[src/rtl/sigmoid.sv]
// Hard-sigmoid activation stage: clamped piecewise-linear forward pass and
// slope-gated error feedback for training, one sample in flight at a time.
module sigmoid #(
  parameter int unsigned WIDTH = 16,
  parameter int unsigned FRAC  = 8
) (
  input  logic             clk_i,
  input  logic             rst_i,
  input  logic             en_i,
  input  logic             arg_valid_i,
  output logic             arg_ready_o,
  input  logic [WIDTH-1:0] arg_data_i,
  output logic             res_valid_o,
  input  logic             res_ready_i,
  output logic [WIDTH-1:0] res_data_o,
  input  logic             err_valid_i,
  output logic             err_ready_o,
  input  logic [WIDTH-1:0] err_data_i,
  output logic             fbk_valid_o,
  input  logic             fbk_ready_i,
  output logic [WIDTH-1:0] fbk_data_o
);

  localparam logic signed [WIDTH:0] One      = (WIDTH+1)'(2**FRAC);
  localparam logic signed [WIDTH:0] Half     = (WIDTH+1)'(2**(FRAC-1));
  localparam logic signed [WIDTH:0] Bound    = (WIDTH+1)'(2**(FRAC+1));
  localparam logic signed [WIDTH:0] NegBound = -Bound;
  localparam logic signed [WIDTH:0] Zero     = '0;

  typedef enum logic [1:0] {
    StIdle,
    StFwd,
    StWaitErr,
    StBwd
  } state_e;

  state_e           state_q, state_d;
  logic [WIDTH-1:0] x_q, x_d;
  logic             mode_q, mode_d;
  logic [WIDTH-1:0] res_q, res_d;
  logic [WIDTH-1:0] fbk_q, fbk_d;

  logic signed [WIDTH:0]   arg_ext;
  logic signed [WIDTH:0]   y_full;
  logic [WIDTH-1:0]        res_sat;
  logic signed [WIDTH:0]   x_ext;
  logic                    linear;
  logic signed [WIDTH-1:0] err_s;
  logic [WIDTH-1:0]        fbk_calc;

  // One extra bit keeps the shifted sum exact across the full input range.
  always_comb begin
    arg_ext = {arg_data_i[WIDTH-1], arg_data_i};
    y_full  = (arg_ext >>> 2) + Half;
    if (y_full > One) begin
      res_sat = One[WIDTH-1:0];
    end else if (y_full < Zero) begin
      res_sat = '0;
    end else begin
      res_sat = y_full[WIDTH-1:0];
    end
  end

  always_comb begin
    x_ext    = {x_q[WIDTH-1], x_q};
    linear   = (x_ext > NegBound) && (x_ext < Bound);
    err_s    = err_data_i;
    fbk_calc = linear ? WIDTH'(err_s >>> 2) : '0;
  end

  assign arg_ready_o = (state_q == StIdle);
  assign res_valid_o = (state_q == StFwd);
  assign err_ready_o = (state_q == StWaitErr);
  assign fbk_valid_o = (state_q == StBwd);
  assign res_data_o  = res_q;
  assign fbk_data_o  = fbk_q;

  always_comb begin
    state_d = state_q;
    x_d     = x_q;
    mode_d  = mode_q;
    res_d   = res_q;
    fbk_d   = fbk_q;
    unique case (state_q)
      StIdle: begin
        if (arg_valid_i) begin
          x_d     = arg_data_i;
          mode_d  = en_i;
          res_d   = res_sat;
          state_d = StFwd;
        end
      end
      StFwd: begin
        if (res_ready_i) begin
          state_d = mode_q ? StWaitErr : StIdle;
        end
      end
      StWaitErr: begin
        if (err_valid_i) begin
          fbk_d   = fbk_calc;
          state_d = StBwd;
        end
      end
      StBwd: begin
        if (fbk_ready_i) begin
          state_d = StIdle;
        end
      end
      default: state_d = StIdle;
    endcase
  end

  always_ff @(posedge clk_i or posedge rst_i) begin
    if (rst_i) begin
      state_q <= StIdle;
      x_q     <= '0;
      mode_q  <= 1'b0;
      res_q   <= '0;
      fbk_q   <= '0;
    end else begin
      state_q <= state_d;
      x_q     <= x_d;
      mode_q  <= mode_d;
      res_q   <= res_d;
      fbk_q   <= fbk_d;
    end
  end

endmodule

[config.mk]
export PLATFORM = sky130hd
export DESIGN_NAME = sigmoid
export DESIGN_NICKNAME = d
export VERILOG_FILES = /design/src/rtl/sigmoid.sv
export SDC_FILE = /design/constraint.sdc
export NUM_CORES = 1
export LEC_CHECK = 0
export BUFFER_PORTS_ARGS = -buffer_cell sky130_fd_sc_hd__buf_2
export CAP_MARGIN = 20
export CORE_UTILIZATION = 49
export DETAILED_ROUTE_END_ITERATION = 12
export PLACE_DENSITY = 0.89
export SLEW_MARGIN = 20
export SYNTH_ARGS = -nofsm -noshare
export SYNTH_HDL_FRONTEND = slang
export SYNTH_SLANG_ARGS = --single-unit
[constraint.sdc]
create_clock -name clk_i -period 1.99 [get_ports clk_i]
set_input_delay 0.2985 -clock clk_i [delete_from_list [all_inputs] [get_ports clk_i]]
set_output_delay 0.2985 -clock clk_i [all_outputs]
set_load 0.02 [all_outputs]
==> metrics.yaml, run 1 <==
r2r_end: "fbk_data_o[1]$_DFFE_PP0P_"
synth_edf_count: 0
yosysWarningCount: 0
critPathSlowestCell: "or4_1"
initial_core_util_pct: 51.2
skew_ns: 0.00416
die_area_sq_um: 4440
vias: 1662
worstPathCellList: "or4_1, nor4_1, a21oi_2, o21ai_0"
clock-sinks: 47
die_w_um: 66.7
grt_pass1_vias: 1490
fin_cells: 319
synth_ff_type: "dfrtp_1"
rr_worst_depth: 4
p_per_area_nw_per_um2: 1080
cp_data_required_time_ns: 2.19
p_total_mw: 2.74
critPathMaxFanout: 14
synth.avg_cell_area_sq_um: 10.3
fin_crit_ns: 1.72
track_usage_pct: 19.8
drive_above_1_share_pct: 35.7
end_kind: "register"
setup-tns-final_ns: 0
cts_tree: "yes"
r2r_start: "x_q[12]$_DFFE_PP0P_"
worstPathArrival_ns: 1.93
rsz0062_at_grt: "no"
worst-path-buf-inv: 0
holdBufCountCts: 0
holdWs_ns: 0.0217
post-route-drc-count: 0
htree_levels: 2
yosys.cell_types.count: 33
synth-seq-area-share_pct: 57.4
place_inst: 311
max-cap-violations: 0
grt_overflow_total: 0
root_buffer: "clkbuf_8"
power.leakage_nw: 1.29
core_sq_um: 4000
fin_area_sq_um: 2530
slew_violations: 0
hold_viol_final: 0
gp_congestion: 0.747
async_flop_share_pct: 100
dr.pass1.iters: 4
setup_viol: 0
r2r_slack_ns: 0.27
postRouteWirelength_um: 4130
grt_max_degree: 40
postCtsSetupBuffers: 0
num_rows: 23
ys_seq_elements: 47
grt_pass1_wl_um: 6600
outcome: "finished, final reports clean"
crit_type: "reg2reg"
ant_nets: 0
ctsResizeCount: 0
syn2layout_area_growth_pct: 23.8
dpl.hpwl_um: 3090
clockBufferDepth: 2
vdd_ir_drop_max_mv: 0.579
max_stage_delay_ns: 0.53
synth_cells: 199
wire_per_inst_um: 12.9
n_antenna_cell: 0
hold_class: "in2async"
io_buffers: 70
syn_area_sq_um: 2050
drt_iter0_drc: 76
numCtsBuffers: 5
antenna_found_initial: 0
vias_per_cell: 5.21
die_h_um: 66.7
crit_path_start_kind: "register"
clk_pin_slew_ns: 0.08
ioPinCount: 75
crit_family: "simple AND/OR/NAND/NOR gates"
finalNetCount: 308
period_share_pct: 86.6
placed_area_sq_um: 2430
fmax_mhz: 580
worstSkewPairLatency_ns: 0.29
## registers in the layout, summed over array words and instances, names as in the netlist, named ones only
| signal | count |
|---|---|
| x_q | 16 |
| fbk_data_o | 14 |
| state_q | 1 |
| res_data_o | 14 |
| mode_q | 1 |
## layout make-up
class                   instances  area [sq um]
multi-input cells             131           773
clock buffers                   8           100
repair buffers                 73           385
inverters                      10          37.5
well taps                      50          62.6
fillers                       340          1470
flip-flops and latches         47          1180
## placed cells by master (no fill, tap or decap), drive strengths merged, types with 3 or more instances in the layout
master | synthesis | routed
dfrtp | 47 | 47
nand3 | 4 | 4
and2 | 8 | 8
clkbuf | 6 | 8
nor2 | 3 | 3
buf | 6 | 73
o21ai | 22 | 22
nand2 | 47 | 47
inv | 10 | 10
mux2 | 10 | 10
o31ai | 8 | 8
## metal layers
| metal | track usage (%) | vias to the layer above | share of wire (%) |
|---|---|---|---|
| li1 | - | 807 | - |
| met1 | 24.5 | 797 | 45 |
| met2 | 32.8 | 53 | 48 |
| met3 | 6.16 | 5 | 6.1 |
| met4 | 5.85 | 0 | 1.2 |
| met5 | 0 | - | 0 |
## stage by stage
step           setup WS, ns  utilization (%)
2_1_floorplan         0.265                -
3_3_place_gp          0.136             60.8
3_5_place_dp         0.0661             60.8
4_1_cts              0.0430             63.3
5_1_grt               0.182             63.4
6_report              0.267             63.4
## logic make-up (layout without fill, tap and decap cells)
logic type,after synthesis,after routing,synth area share (%)
simple gates,75,75,17.0
flops,47,47,57.4
compound gates,39,39,11.7
buf+inv,22,91,5.19
mux,11,11,6.60
xor+xnor,3,3,1.28
fa+ha+maj,1,1,0.611
other cells,1,2,0.183
## worst max path at each step
stage                                 from                   endpoint  slack (ns)  depth (start not counted)
floorplan           state_q[0]$_DFFE_PP0P_  res_data_o[8]$_DFFE_PP0P_        0.27                          5
global placement        x_q[3]$_DFFE_PP0P_  fbk_data_o[9]$_DFFE_PP0P_        0.14                          4
detailed placement      x_q[3]$_DFFE_PP0P_  fbk_data_o[9]$_DFFE_PP0P_        0.07                          4
CTS                     x_q[3]$_DFFE_PP0P_  fbk_data_o[9]$_DFFE_PP0P_        0.04                          4
global route           x_q[12]$_DFFE_PP0P_  fbk_data_o[1]$_DFFE_PP0P_        0.18                          4
finish                 x_q[12]$_DFFE_PP0P_  fbk_data_o[1]$_DFFE_PP0P_        0.27                          4
## worst register-to-register path: stages, from the launching register on
cell and delay, ns:
dfrtp_1 0.40, or4_1 0.53, nor4_1 0.29, a21oi_2 0.18
o21ai_0 0.23
## cell usage after synthesis, types with 3 or more instances
| cell type | n | area (sq um) |
|---|---|---|
| mux2_2 | 10 | 113 |
| clkbuf_1 | 6 | 22.5 |
| nand3_1 | 4 | 20.0 |
| buf_4 | 4 | 30.0 |
| dfrtp_1 | 47 | 1180 |
| and2_1 | 7 | 43.8 |
| o31ai_1 | 8 | 60.1 |
| o21ai_0 | 22 | 110 |
| nor2_1 | 3 | 11.3 |
| inv_1 | 10 | 37.5 |
| nand2_1 | 47 | 176 |
## report_power, final
group | leakage, nW | switching, mW | internal (mW) | total (mW)
clock network | 0.0515 | 0.288 | 0.317 | 0.605
logic | 0.624 | 0.439 | 0.341 | 0.780
registers | 0.618 | 0.168 | 1.19 | 1.36
total | 1.29 | 0.895 | 1.85 | 2.74
Note: power is estimated with default switching activity, not from simulation.
==> run 2: changes to the inputs <==
==> constraint.sdc (replaced) <==
create_clock -name clk_i -period 1.9 [get_ports clk_i]
set_input_delay 0.19 -clock clk_i [delete_from_list [all_inputs] [get_ports clk_i]]
set_output_delay 0.19 -clock clk_i [all_outputs]
set_load 0.02 [all_outputs]
==> metrics.yaml, run 2 (synthesis results as in run 1) <==
outcome: "finished, final reports clean"
hp-start: "fbk_ready_i"
io_buffers: 70  # unchanged
crit_path_start_kind: "register"
regMostFlops: "x_q"
vias_per_cell: 5.21  # about the same
antenna_found_initial: 0  # unchanged
critPathMaxFanout: 14  # unchanged
drive_above_1_share_pct: 35.6  # -0.13 points
dpl.hpwl_um: 3090  # about the same
core_sq_um: 4000  # unchanged
fmax_mhz: 582  # +0.28%
hold_class: "in2reg"
grt_max_degree: 48  # +20%
post-route-drc-count: 0  # unchanged
setup_viol: 0  # unchanged
dr.pass1.iters: 4  # unchanged
postRouteWirelength_um: 4170  # +0.87%
max-cap-violations: 0  # unchanged
root_buffer: "clkbuf_8"
clk_pin_slew_ns: 0.08  # about the same
die_w_um: 66.7  # unchanged
grt_pass1_wl_um: 6920  # +4.9%
worst_slew_pin_slew_ns: 0.508
r2r_slack_ns: 0.18  # -0.09 ns
numCtsBuffers: 5  # unchanged
swShare_pct: 33.7  # +1.0 points
grt_pass1_vias: 1606  # +7.8%
slew_violations: 0  # unchanged
n_fill_cell: 343  # +0.88%
power.leakage_nw: 1.29  # about the same
layout_setup_ws_ns: 0.182  # -0.0851 ns
r2r_end: "fbk_data_o[6]$_DFFE_PP0P_"
syn2layout_area_growth_pct: 24.1
cp_data_required_time_ns: 2.11  # -0.08 ns
pre_cts_slack_ns: 0.0456  # -0.0204 ns
p_per_area_nw_per_um2: 1110  # +2.9%
end_kind: "register"
vdd_ir_drop_max_mv: 0.637  # +10%
slew_headroom_pct: 66.1
num_rows: 23  # unchanged
clock-sinks: 47  # unchanged
rsz0062_at_grt: "no"
vias: 1667  # +0.30%
hold_viol_final: 0  # unchanged
r2r_start: "x_q[12]$_DFFE_PP0P_"
grt_overflow_total: 0  # unchanged
holdWs_ns: 0.114  # +0.0926 ns
internal_power_mw: 1.88  # +1.6%
fin_util_pct: 63.6  # +0.19 points
skew_ns: 0.00519  # +0.00103 ns
layout_commonest_cell: "buf_2"
htree_levels: 2  # unchanged
switching_power_uw: 953  # +6.4%
ioPinCount: 75  # unchanged
final_cell_mix: "buf_2, nand2_1, dfrtp_1, o21ai_0, mux2_2"
period_share_pct: 90.4  # +3.8 points
p_comb_share_pct: 29.7  # +1.3 points
die_h_um: 66.7  # unchanged
cts_tree: "yes"
finalNetCount: 309  # +0.32%
place_inst: 311  # unchanged
setup-tns-final_ns: 0  # unchanged
crit_type: "reg2reg"
hold_depth: 2
fin_cells: 320  # +0.31%
worstSkewPairLatency_ns: 0.29  # about the same
seqPwrFrac_pct: 50.1  # +0.6 points
track_usage_pct: 20.9  # +1.2 points
n_antenna_cell: 0  # unchanged
largest_register_ffs: 16  # unchanged
clockBufferDepth: 2  # unchanged
drt_iter0_drc: 109  # +43%
rr_worst_depth: 4  # unchanged
fin_crit_ns: 1.72  # -0.00485 ns
wire_per_inst_um: 13.0  # +0.56%
gp_congestion: 0.786  # +5.3%
initial_core_util_pct: 51.2  # unchanged
die_area_sq_um: 4440  # unchanged
worstPathArrival_ns: 1.92  # about the same
ant_nets: 0  # unchanged
p_clk_share_pct: 20.2  # -1.9 points
run 2: worst max-delay path, cell delays in order, from the launching register on:
cell,delay [ns]
dfrtp_1,0.41
or4_1,0.51
nor4_1,0.31
a21oi_2,0.18
o21ai_0,0.22
run 2: per-layer routing:
| layer | up-vias | wire (um) | global-route usage [%] |
|---|---|---|---|
| met2 | 59 | 2010 | 35.4 |
| met3 | 6 | 265 | 6.34 |
| met1 | 795 | 1840 | 25.4 |
| li1 | 807 | - | - |
| met5 | - | 0 | 0 |
| met4 | 0 | 54 | 6.38 |
run 2: worst max-delay path by stage:
stage / from / cells after the start / to / slack (ns)
floorplan: state_q[0]$_DFFE_PP0P_ / 5 / res_data_o[8]$_DFFE_PP0P_ / 0.18
global placement: x_q[3]$_DFFE_PP0P_ / 4 / fbk_data_o[14]$_DFFE_PP0P_ / 0.12
detailed placement: x_q[3]$_DFFE_PP0P_ / 4 / fbk_data_o[6]$_DFFE_PP0P_ / 0.05
CTS: x_q[3]$_DFFE_PP0P_ / 4 / fbk_data_o[6]$_DFFE_PP0P_ / 0.02
global route: x_q[12]$_DFFE_PP0P_ / 4 / fbk_data_o[9]$_DFFE_PP0P_ / 0.04
finish: x_q[12]$_DFFE_PP0P_ / 4 / fbk_data_o[6]$_DFFE_PP0P_ / 0.18
run 2: power by group through the flow:
stage | Sequential (mW) | Combinational (mW) | Clock [mW]
5_1_grt | 1.45 | 0.934 | 0.631
3_5_place_dp | 1.44 | 0.851 | 0
4_1_cts | 1.42 | 0.853 | 0.603
3_3_place_gp | 1.42 | 0.819 | 0
6_report | 1.42 | 0.841 | 0.572
2_1_floorplan | 1.44 | 0.552 | 0
run 2: through the flow:
step | area, sq um | total power [mW]
final | 2540 | 2.83
after global routing | 2540 | 3.02
after CTS | 2540 | 2.87
after detailed placement | 2440 | 2.29
after global placement | 2440 | 2.23
after floorplan | 2050 | 1.99
run 2: what timing repair did:
item                       CTS  global route
setup endpoints to repair    0            14
gates resized for setup      0             1
setup buffers                0             0
hold buffers                 1             0
hold endpoints to repair    47             0
run 2: area by class of cell:
type / instances / area [sq um] / share of cell area [%]
Clock buffer: 6 / 72.6 / 2.85
Sequential cell: 47 / 1180 / 46.3
Multi-Input combinational cell: 131 / 773 / 30.4
Clock inverter: 2 / 12.5 / 0.492
Inverter: 10 / 37.5 / 1.48
Tap cell: 50 / 62.6 / 2.46
Timing Repair Buffer: 74 / 408 / 16.0
==> run 3: changes to the inputs <==
BUFFER_PORTS_ARGS = -buffer_cell sky130_fd_sc_hd__buf_4   (was -buffer_cell sky130_fd_sc_hd__buf_2)
==> metrics.yaml, run 3 (synthesis results as in run 1) <==
outcome: "finished, final reports clean"
clock-sinks: 47  # unchanged
power.leakage_nw: 1.32  # +2.3%
postCtsSetupBuffers: 0  # unchanged
worstPathArrival_ns: 1.85  # -0.07 ns
crit_path_start_kind: "register"
r2r_end: "fbk_data_o[14]$_DFFE_PP0P_"
fmax_mhz: 611  # +4.9%
postRouteWirelength_um: 4490  # +7.7%
drive_above_1_share_pct: 35.7  # +0.13 points
layout_commonest_cell: "buf_4"
numCtsBuffers: 5  # unchanged
critPathMaxFanout: 14  # unchanged
skew_ns: 0.00442  # -0.000775 ns
post-route-drc-count: 0  # unchanged
clk_pin_slew_ns: 0.08  # about the same
finalNetCount: 309  # unchanged
rsz0062_at_grt: "no"
vias_per_cell: 5.36  # +2.9%
clockBufferDepth: 2  # unchanged
die_h_um: 66.7  # unchanged
max_stage_delay_ns: 0.52  # about the same
hp-start: "fbk_ready_i"
cp_data_required_time_ns: 2.11  # about the same
dpl.hpwl_um: 3380  # +9.5%
htree_levels: 2  # unchanged
ant_nets: 0  # unchanged
critPathSlowestCell: "or4_1"
slew_headroom_pct: 65.3  # -0.87 points
grt_overflow_total: 0  # unchanged
hold_depth: 2  # unchanged
crit_type: "reg2reg"
largest_register_ffs: 16  # unchanged
p_per_area_nw_per_um2: 1080  # -2.9%
period_share_pct: 86.2  # -4.3 points
vdd_ir_drop_max_mv: 0.621  # -2.5%
setup-tns-final_ns: 0  # unchanged
r2r_slack_ns: 0.26  # +0.08 ns
die_area_sq_um: 4440  # unchanged
core_sq_um: 4000  # unchanged
grt_pass1_vias: 1689  # +5.2%
syn2layout_area_growth_pct: 32.2
hold_viol_final: 0  # unchanged
fin_util_pct: 67.7  # +4.1 points
n_antenna_cell: 0  # unchanged
max-cap-violations: 0  # unchanged
gp_congestion: 0.772  # -1.8%
grt_pass1_wl_um: 7540  # +9.0%
track_usage_pct: 22.7  # +1.8 points
worstPathCellList: "or4_1, nor4_1, a21oi_2, o21ai_0"
setup_viol: 0  # unchanged
rr_worst_depth: 4  # unchanged
dr.pass1.iters: 4  # unchanged
initial_core_util_pct: 51.2  # unchanged
n_fill_cell: 319  # -7.0%
worstSkewPairLatency_ns: 0.29  # about the same
antenna_found_initial: 0  # unchanged
layout_setup_ws_ns: 0.263  # +0.0809 ns
num_rows: 23  # unchanged
slew_violations: 0  # unchanged
hold_class: "in2reg"
die_w_um: 66.7  # unchanged
root_buffer: "clkbuf_8"
worst_slew_pin_slew_ns: 0.520  # +0.0123 ns
grt_max_degree: 40  # -17%
r2r_start: "x_q[12]$_DFFE_PP0P_"
cts_tree: "yes"
ioPinCount: 75  # unchanged
regMostFlops: "x_q"
final_cell_mix: "buf_4, nand2_1, dfrtp_1, o21ai_0, mux2_2"
drt_iter0_drc: 124  # +14%
end_kind: "register"
fin_crit_ns: 1.64  # -0.0809 ns
pre_cts_slack_ns: 0.0139  # -0.0318 ns
vias: 1710  # +2.6%
wire_per_inst_um: 14.1  # +8.0%
io_buffers: 70  # unchanged
run 3: changes by cell type in the layout (fill, tap and decap cells not counted), sizes merged:
cell      before  now
clkinvlp       1    0
run 3: per-stage QoR:
| stage | area [sq um] | hold slack, ns | power, mW | instances |
|---|---|---|---|---|
| 3_5_place_dp | 2610 | 0.264 | 2.36 | 311 |
| 6_report | 2710 | 0.0952 | 2.93 | 319 |
| 4_1_cts | 2700 | 0.0898 | 2.95 | 319 |
| 3_3_place_gp | 2610 | 0.258 | 2.29 | 311 |
| 2_1_floorplan | 2050 | 0.290 | 1.99 | 200 |
| 5_1_grt | 2710 | 0.0891 | 3.10 | 319 |
run 3: layer usage:
| metal | vias to the layer above | global-route usage (%) | wire [um] |
|---|---|---|---|
| met5 | - | 0 | 0 |
| met4 | 0 | 7.45 | 85 |
| met3 | 9 | 6.16 | 332 |
| met2 | 68 | 39.5 | 2200 |
| met1 | 821 | 26.9 | 1870 |
| li1 | 812 | - | - |
run 3: repair_timing:
action	4_1_cts	5_1_grt
gates resized for setup	0	1
setup endpoints to repair	0	14
hold buffers	1	0
hold endpoints to repair	23	0
run 3: power breakdown:
group | switching [mW] | leakage (nW) | internal, mW
registers | 0.181 | 0.618 | 1.24
clock network | 0.306 | 0.0470 | 0.285
logic | 0.480 | 0.658 | 0.429
run 3: cell type report:
type	count	area, sq um	area share (%)
clock buffers	6	82.6	3.05
flip-flops and latches	47	1180	43.4
repair buffers	74	571	21.1
multi-input cells	131	773	28.6
inverters	10	37.5	1.39
clock inverters	1	5.00	0.185
well taps	50	62.6	2.31
run 3: critical path: cells and delay by family (launching register included):
kind             cells  cell delay [ns]
AO/OA/AOI/OAI        2             0.36
flip-flops           1             0.40
AND/OR/NAND/NOR      2             0.78
run 3: how the worst max path moves through the flow:
stage	start	slack [ns]	depth (start not counted)	end
floorplan	state_q[0]$_DFFE_PP0P_	0.18	5	res_data_o[8]$_DFFE_PP0P_
finish	x_q[12]$_DFFE_PP0P_	0.26	4	fbk_data_o[14]$_DFFE_PP0P_
global route	x_q[12]$_DFFE_PP0P_	0.14	4	fbk_data_o[0]$_DFFE_PP0P_
detailed placement	x_q[3]$_DFFE_PP0P_	0.01	4	fbk_data_o[6]$_DFFE_PP0P_
CTS	x_q[3]$_DFFE_PP0P_	0.003	4	fbk_data_o[14]$_DFFE_PP0P_
global placement	x_q[3]$_DFFE_PP0P_	0.11	4	fbk_data_o[14]$_DFFE_PP0P_
